--- src/rtl/fifo_wr_arbiter.sv ---
// Round-robin arbiter sharing one synchronous-FIFO write port between N producers,
// with a reservation counter so grants never target a full FIFO. Option: FIFO_ARB_HIPRI_EN.
module fifo_wr_arbiter #(
    parameter int N     = 4,
    parameter int WIDTH = 8,
    parameter int DEPTH = 16
) (
    input  logic                         clk,
    input  logic                         rst,
    input  logic [N-1:0]                 req,
    input  logic [N*WIDTH-1:0]           req_data,
    output logic [N-1:0]                 gnt,
    output logic                         fifo_write_en,
    output logic [WIDTH-1:0]             fifo_data_in,
    input  logic                         fifo_read_en,
    input  logic                         fifo_full,
    input  logic                         fifo_empty,
    output logic [$clog2(DEPTH+1)-1:0]   level,
    output logic                         overflow_err
);

    localparam int LW = $clog2(DEPTH + 1);
    localparam int PW = (N > 1) ? $clog2(N) : 1;

    logic [PW-1:0]    ptr_r;
    logic [LW-1:0]    level_r;
    logic             write_en_r;
    logic [WIDTH-1:0] data_r;
    logic             overflow_r;

    logic             space_s;
    logic             found_s;
    logic [PW-1:0]    gidx_s;
    logic [PW-1:0]    ptr_nxt_s;
    logic [PW:0]      pick_s;
    logic [N-1:0]     gnt_s;
    logic             inc_s;
    logic             dec_s;

    // First requester at or after p, wrapping; returns {found, index}.
    function automatic logic [PW:0] rr_pick(input logic [N-1:0] r, input logic [PW-1:0] p);
        logic [PW:0] res;
        int          idx;
        res = '0;
        for (int k = 0; k < N; k++) begin
            idx = (int'(p) + k) % N;
            if (!res[PW] && r[idx]) begin
                res = {1'b1, PW'(idx)};
            end else begin
                res = res;
            end
        end
        return res;
    endfunction

    // Grant selection, pointer advance and level inc/dec qualifiers.
    always_comb begin
        space_s   = (level_r < LW'(DEPTH)) && !fifo_full;
        pick_s    = rr_pick(req, ptr_r);
        found_s   = 1'b0;
        gidx_s    = '0;
        gnt_s     = '0;
        ptr_nxt_s = ptr_r;
        if (space_s && !rst) begin
`ifdef FIFO_ARB_HIPRI_EN
            if (req[0]) begin
                found_s = 1'b1;
                gidx_s  = '0;
            end else begin
                found_s = pick_s[PW];
                gidx_s  = pick_s[PW-1:0];
            end
`else
            found_s = pick_s[PW];
            gidx_s  = pick_s[PW-1:0];
`endif
        end else begin
            found_s = 1'b0;
        end
        if (found_s) begin
            gnt_s = N'(1) << gidx_s;
`ifdef FIFO_ARB_HIPRI_EN
            // Requester 0 grants leave the rotation of 1..N-1 untouched.
            if (gidx_s == '0) begin
                ptr_nxt_s = ptr_r;
            end else if (gidx_s == PW'(N - 1)) begin
                ptr_nxt_s = '0;
            end else begin
                ptr_nxt_s = gidx_s + PW'(1);
            end
`else
            if (gidx_s == PW'(N - 1)) begin
                ptr_nxt_s = '0;
            end else begin
                ptr_nxt_s = gidx_s + PW'(1);
            end
`endif
        end else begin
            ptr_nxt_s = ptr_r;
        end
        inc_s = found_s;
        dec_s = fifo_read_en && !fifo_empty && (level_r != '0);
    end

    // Pointer, write stage, reservation level and sticky overflow flag.
    always_ff @(posedge clk or posedge rst) begin
        if (rst) begin
            ptr_r      <= '0;
            level_r    <= '0;
            write_en_r <= 1'b0;
            data_r     <= '0;
            overflow_r <= 1'b0;
        end else begin
            ptr_r      <= ptr_nxt_s;
            write_en_r <= inc_s;
            if (inc_s) begin
                data_r <= req_data[int'(gidx_s)*WIDTH +: WIDTH];
            end
            case ({inc_s, dec_s})
                2'b10:   level_r <= level_r + LW'(1);
                2'b01:   level_r <= level_r - LW'(1);
                default: level_r <= level_r;
            endcase
            if (write_en_r && fifo_full) begin
                overflow_r <= 1'b1;
            end
        end
    end

    assign gnt           = gnt_s;
    assign fifo_write_en = write_en_r;
    assign fifo_data_in  = data_r;
    assign level         = level_r;
    assign overflow_err  = overflow_r;

endmodule

--- config.mk ---
export PLATFORM = sky130hd
export DESIGN_NAME = fifo_wr_arbiter
export DESIGN_NICKNAME = d
export VERILOG_FILES = /design/src/rtl/fifo_wr_arbiter.sv
export SDC_FILE = /design/constraint.sdc
export NUM_CORES = 1
export LEC_CHECK = 0
export ABC_AREA = 1
export CAP_MARGIN = 25
export CORE_ASPECT_RATIO = 0.5
export CORE_MARGIN = 3
export CORE_UTILIZATION = 45
export CTS_CLUSTER_SIZE = 24
export DETAILED_ROUTE_END_ITERATION = 10
export DONT_BUFFER_PORTS = 1
export PLACE_DENSITY = 0.69
export SLEW_MARGIN = 15
export SYNTH_ARGS = -nofsm -noshare
export SYNTH_HDL_FRONTEND = slang
export SYNTH_SLANG_ARGS = --single-unit
--- constraint.sdc ---
create_clock -name clk -period 3 [get_ports clk]
set_input_delay 0.75 -clock clk [delete_from_list [all_inputs] [get_ports clk]]
set_output_delay 0.75 -clock clk [all_outputs]
set_load 0.05 [all_outputs]
# Word-level counts from Yosys, hierarchy flattened
# Index checks and enable logic that the tools add are counted.
# word_totals
ff_bits,17
latch_bits,0
ram_bits,0
rom_bits,0
input_bits,41
output_inout_bits,19
elab_cells,63
memories,0
# op_classes
n_addsub,6
mul,0
div,0
order_cmp,5
n_eq_ne,3
shifts,2
mux,20
n_bitwise,3
reduce_logical,19
# ops
cell,count
variable part select 32 x 6 -> 8 bit,1
"less-than comparator 3 x 4 -> 1 bit, second input constant",3
2-to-1 mux 3 bit,4
one-hot mux 5 bit (2 select lines),1
binary-select mux 1 bit (select 2 bit),4
logical AND 1 bit,8
2-to-1 mux 1 bit,8
logical NOT 1 bit,6
OR reduction 2 bit,3
"adder 5 x 1 -> 5 bit, second input constant",1
"less-than comparator 5 bit, second input constant",1
nonzero test 5 bit,1
"subtractor 5 x 1 -> 5 bit, second input constant",1
"adder 2 x 1 -> 2 bit, second input constant",2
"adder 2 bit, second input constant",2
"== test 2 bit, second input constant",2
2-to-1 mux 2 bit,2
2-to-1 mux 4 bit,1
"<< shifter 1 x 2 -> 4 bit, first input constant",1
"AND 1 bit, first input constant",3
"less-than comparator 2 x 3 -> 1 bit, second input constant",1
"== test 2 x 1 -> 1 bit, second input constant",1
nonzero test 2 bit,1

# Logic depth before layout (Yosys ltp)
# logic_depth
word_depth,17
depth_mapped,18
depth_no_buf,17

# Worst setup path before layout
# OpenSTA, ideal clock, no wires.
# synth_path
path_type,in2out
startpoint,input req[3]
endpoint,output gnt[1]
arrival_time_ns,2.541
setup_slack_ns,-0.291
path_stages,13
n_path_buf,1
path_cell_list,inv_1 -> nand2_1 -> nand3_2 -> nand2_4 -> nor2_4 -> nand3_2 -> nand2_4 -> nand3_4 -> buf_6 -> inv_1 -> ha_1 -> inv_1 -> nor2_1
# synth_via
elab_chain_len,15
# synth_lines
element,line,rtl
start: declaration,10,"input logic [N-1:0] req,"
binary-select mux 1 bit (select 2 bit),47,if (!res[PW] && r[idx]) begin
2-to-1 mux 1 bit (not written as such),47,
2-to-1 mux 3 bit,47,
logical NOT 1 bit,47,
logical AND 1 bit,47,
2-to-1 mux 3 bit,47,
logical NOT 1 bit,47,
logical AND 1 bit,47,
2-to-1 mux 3 bit,47,
logical NOT 1 bit,47,
logical AND 1 bit,47,
2-to-1 mux 3 bit *,47,
2-to-1 mux 2 bit,64,if (space_s && !rst) begin
<< shifter 1 x 2 -> 4 bit,81,gnt_s = N'(1) << gidx_s;
2-to-1 mux 4 bit *,80,if (found_s) begin
end: declaration,12,"output logic [N-1:0] gnt,"
# Mark *: on every way between the ends. The rest lies on a longest branch, timed or not. The select of a mux whose other input is x is not followed.

# Final worst setup path
# layout_path
startpoint,register ptr_r[0]
endpoint,output gnt[3]
# layout_via
elab_chain_len,15
# layout_lines
element,line,rtl
start: declaration,25,logic [PW-1:0] ptr_r;
start signal: assignment,114,ptr_r <= ptr_nxt_s;
adder 2 x 1 -> 2 bit / binary-select mux 1 bit (select 2 bit) (equally long branches),"46, 47",
binary-select mux 1 bit (select 2 bit) / 2-to-1 mux 1 bit (equally long branches),47,
2-to-1 mux 1 bit (not written as such) / 2-to-1 mux 3 bit (equally long branches),47,
2-to-1 mux 1 bit (not written as such) / logical NOT 1 bit (equally long branches),47,
logical AND 1 bit,47,
2-to-1 mux 3 bit,47,
logical NOT 1 bit,47,
logical AND 1 bit,47,
2-to-1 mux 3 bit,47,
logical NOT 1 bit,47,
logical AND 1 bit,47,
2-to-1 mux 3 bit *,47,
2-to-1 mux 2 bit,64,
<< shifter 1 x 2 -> 4 bit,81,
2-to-1 mux 4 bit *,80,
# Marks and branches as above.

==> run summary <==
The worst-case vdd ir drop came out at 0.0005192 V. The ratio of cells with drive above 1 in the final layout is 0.1799. The worst register-to-register path has a depth of 17. For this design the ratio of total power to cell area is 1079 nW/um2. The final net count came out at 329.

In the synthesized netlist the async set-or-reset flop fraction comes to 1.000. The root buffer selected by CTS is sky130_fd_sc_hd__clkbuf_8. The share of total power in sequential cells came out at 0.300.

The number of flops mapped to enable cells by yosys is 0. Counting flops and latches in the post-synthesis netlist gives 17. In this run the count of I/O pins placed on the die edge is 60. The overall track demand over capacity in global routing came out at 0.1803. The number of placement rows came out at 14.

The worst register-to-register path begins at ptr_r[0]. Setup slack on the critical path of the routed design comes to 0.1022 ns. The worst path needs 2.898 ns of the cycle, external delays included.

The worst setup timing slack at the placement stage is 0.1529 ns. The number of nets handed over by synthesis was 310. Of the total synthesized cell area, the portion taken by AND, OR, NAND and NOR gates is 0.4358. The horizontal die dimension is 91.06 um. Summing over every cut layer, the via total after detailed routing is 1620. For this configuration, the core starts out at a cell density of 0.5050. The Yosys step of the flow raised 0 warnings.

In this design, the critical path's most frequently occurring cell is sky130_fd_sc_hd__nand2_2. The final routed DRC violation total came out at 0. The area growth from synthesis to layout is 17.37%. The wire-length estimate of the detail-placed layout is 3.164 mm. TritonCTS built the clock tree. In the finished design, the share of the clock period the worst path needs comes to 0.9659. STA classifies the critical path startpoint as a flop. In this run the worst setup path begins at ptr_r[0].

The cell internal power dissipation came out at 863.9 uW. The analysis attributes to net switching a power of 1.197 mW. The worst path required time came out at 2.25 ns. The number of global-route vias before repair is 1557. In this run the number of H-tree levels came out at 1. The largest net degree at the start of global routing is 18. The kind of capture point of the worst setup path is an output port. Total power for the finished layout comes to 2.061 mW. The data arrival at the endpoint of the critical path is 2.15 ns. The critical path depth in cells is 14. The library cells used most frequently in the layout, excluding fill and tap cells, are sky130_fd_sc_hd__nand2_1 (89), sky130_fd_sc_hd__inv_1 (57), sky130_fd_sc_hd__nand3_1 (20), sky130_fd_sc_hd__buf_4 (17). The clock transition time at the flip-flop clock pins of the worst setup and hold paths is 0.07 ns. The area share of the largest cell type after synthesis is 0.2613. Among cell families on the critical path, the largest total delay comes from simple AND/OR/NAND/NOR gates. sky130_fd_sc_hd__dfrtp_1 takes more of the synthesized area than any other cell.

After global routing the overflow that remains totals 0. The post-detailed-route wirelength per cell is 12.29 um. After synthesis, the largest family of logic cells by area is simple AND/OR/NAND/NOR gates. For this run, the slowest stage of the critical path takes 0.46 ns. The number of cells produced by synthesis is 260.

The weighted congestion reported at the end of routability-driven placement came out at 0.8332. The clock sink total came out at 17. By area the synthesized netlist is led by sky130_fd_sc_hd__dfrtp_1 (26%), sky130_fd_sc_hd__nand2_1 (21%), sky130_fd_sc_hd__inv_1 (13%), sky130_fd_sc_hd__nand3_1 (6.5%), sky130_fd_sc_hd__ha_1 (6.1%). The number of buffers and inverters on the critical path came out at 4. Along the worst path, the maximum fanout reaches 7. Leaving out fill and tap cells, the most frequent cell in the layout is sky130_fd_sc_hd__nand2_1.

The total of buffers placed on input and output ports is 0. The proportion of total power due to net switching came out at 0.5808. The area of the placeable core is 3223 um2. The first-iteration detailed-routing DRC count is 75. The class of the tightest hold or removal check is in -> async. The final count of pins violating max slew came to 0. The slew at the pin closest to its max-slew limit is 0.6611 ns. The predominant post-synthesis flop cell is sky130_fd_sc_hd__dfrtp_1. The first global-routing pass estimated 6.665 mm of wire. The number of failing setup endpoints in the final timing report is 0.

The share of the synthesized area in compound gates (AO/OA/AOI/OAI) came to 0.04228. The wire length reported by the detailed router came out at 4.006 mm. The xor/xnor share of the synthesized area came out at 0.01614. The worst clock skew is 0.005259 ns. The slowest stage of the critical path belongs to the cell sky130_fd_sc_hd__dfrtp_2.

The number of different library cells in the post-synthesis netlist came out at 28. The initial antenna violation count was 0. The run finished with clean final reports.

The type of the worst setup path is reg -> out. Of the synthesized area, sequential elements account for 0.2613. Of the total synthesized cell area, the portion taken by full adders, half adders and majority gates is 0.07379.

After synthesis the cells add up to 1628 um2. The analysis attributes to cell leakage a power of 1.150 nW. The number of vias per cell after detailed routing is 4.969.

0 antenna diodes ended up in the layout. The residual antenna-violating net count after detailed routing is 0. The clock passes through at most 2 buffers.

The clock latency on the worst-skew pair is 0.26 ns. The floorplan step set the die height to 48.53 um. The average cell area after synthesis came out at 6.261 um2.

The mux share of post-synthesis cell area is 0. The number of clock buffers added by TritonCTS is 3. The number of iterations in the first detailed-routing pass is 4. The number of max-capacitance violations reported came out at 0.

The worst pin sits at a relative slew slack of 0.5588. For this run, the top clock speed supported by timing is 345.1 MHz. Of the total power, combinational logic draws 0.615. The critical path goes through buf_4, nand2_2, nand2_4, nand2_2, nand2_2, nor2_4, nand3_4, nand2_4, nand3_4, inv_2, ha_1, inv_1, nor2_4, buf_12. The final hold violation count came out at 0.

The die area is 4419 um2. Of the total power, the clock network draws 0.085.
==> final timing paths <==
path | end | slack (ns)
min in group clk | level[4] | 0.55
max reg2reg | level[4] | 0.30
min reg2reg | level[4] | 0.55
min | overflow_err | 0.47
max | gnt[3] | 0.10
max in group asynchronous | ptr_r[0] | 2.07
==> state kept, by name, indices dropped and copies added (netlist names) <==
| signal | count |
|---|---|
| fifo_data_in | 8 |
| fifo_write_en | 1 |
| level | 5 |
| overflow_err | 1 |
| ptr_r | 2 |
==> cell usage after synthesis, types with 3 or more instances <==
library cell              number
sky130_fd_sc_hd__nand2_1      89
sky130_fd_sc_hd__inv_1        58
sky130_fd_sc_hd__nand3_1      21
sky130_fd_sc_hd__dfrtp_1      17
sky130_fd_sc_hd__nand4_1      16
sky130_fd_sc_hd__nor2_1        9
sky130_fd_sc_hd__ha_1          8
sky130_fd_sc_hd__nand2_2       6
sky130_fd_sc_hd__a21oi_1       4
sky130_fd_sc_hd__o21ai_0       4
sky130_fd_sc_hd__buf_2         3
sky130_fd_sc_hd__inv_2         3
sky130_fd_sc_hd__nand3_2       3
==> final cells by class <==
class                           instances  area, um2
Tap cell                               48      60.06
Clock buffer                            3      41.29
Fill cell                             335       1313
Clock inverter                          1      5.005
Inverter                               62      235.2
Timing Repair Buffer                   21      181.4
Sequential cell                        17      426.7
Multi-Input combinational cell        174      960.9
==> per-layer routing <==
layer | vias up | GRT usage | share of wire
met5 | - | 0 | 0
met4 | 0 | 0.03500 | 0.0057
met3 | 2 | 0.05882 | 0.066
met2 | 35 | 0.3155 | 0.51
met1 | 752 | 0.2190 | 0.42
li1 | 831 | - | -
==> power groups by stage <==
stage | Clock, mW | Sequential (mW) | Combinational [mW]
final | 0.176 | 0.618 | 1.27
after global routing | 0.192 | 0.636 | 1.41
after CTS | 0.182 | 0.628 | 1.17
after detailed placement | 0 | 0.629 | 1.16
after global placement | 0 | 0.630 | 1.13
after floorplan | 0 | 0.719 | 0.816
==> per-stage QoR <==
step | hold WS [ns] | util | instance area [um2] | instances | setup TNS, ns
detailed placement | 0.5492 | 0.5555 | 1790 | 317 | 0
finish | 0.4692 | 0.5928 | 1911 | 326 | 0
CTS | 0.4894 | 0.5703 | 1838 | 321 | 0
global route | 0.5276 | 0.5928 | 1911 | 326 | -0.02312
global placement | 0.5344 | 0.5555 | 1790 | 317 | 0
floorplan | 0.6006 | - | 1643 | 260 | -0.1468
==> what timing repair did <==
item / in CTS / in global routing
gates resized for setup: 1 / 11
buffers inserted: 0 / 5
hold buffers: 0 / 0
setup endpoints to repair: 4 / 5
gates cloned: 0 / 0
pin swaps: 0 / 5
==> cells by family after synthesis <==
group,count (synthesis)
xor gates and xnor gates,3
AOI/OAI and AO/OA,12
and+or+nand+nor,150
DFF,17
adders and majority gates,9
buffers and inverters,69
Note: power is estimated with default switching activity, not from simulation.
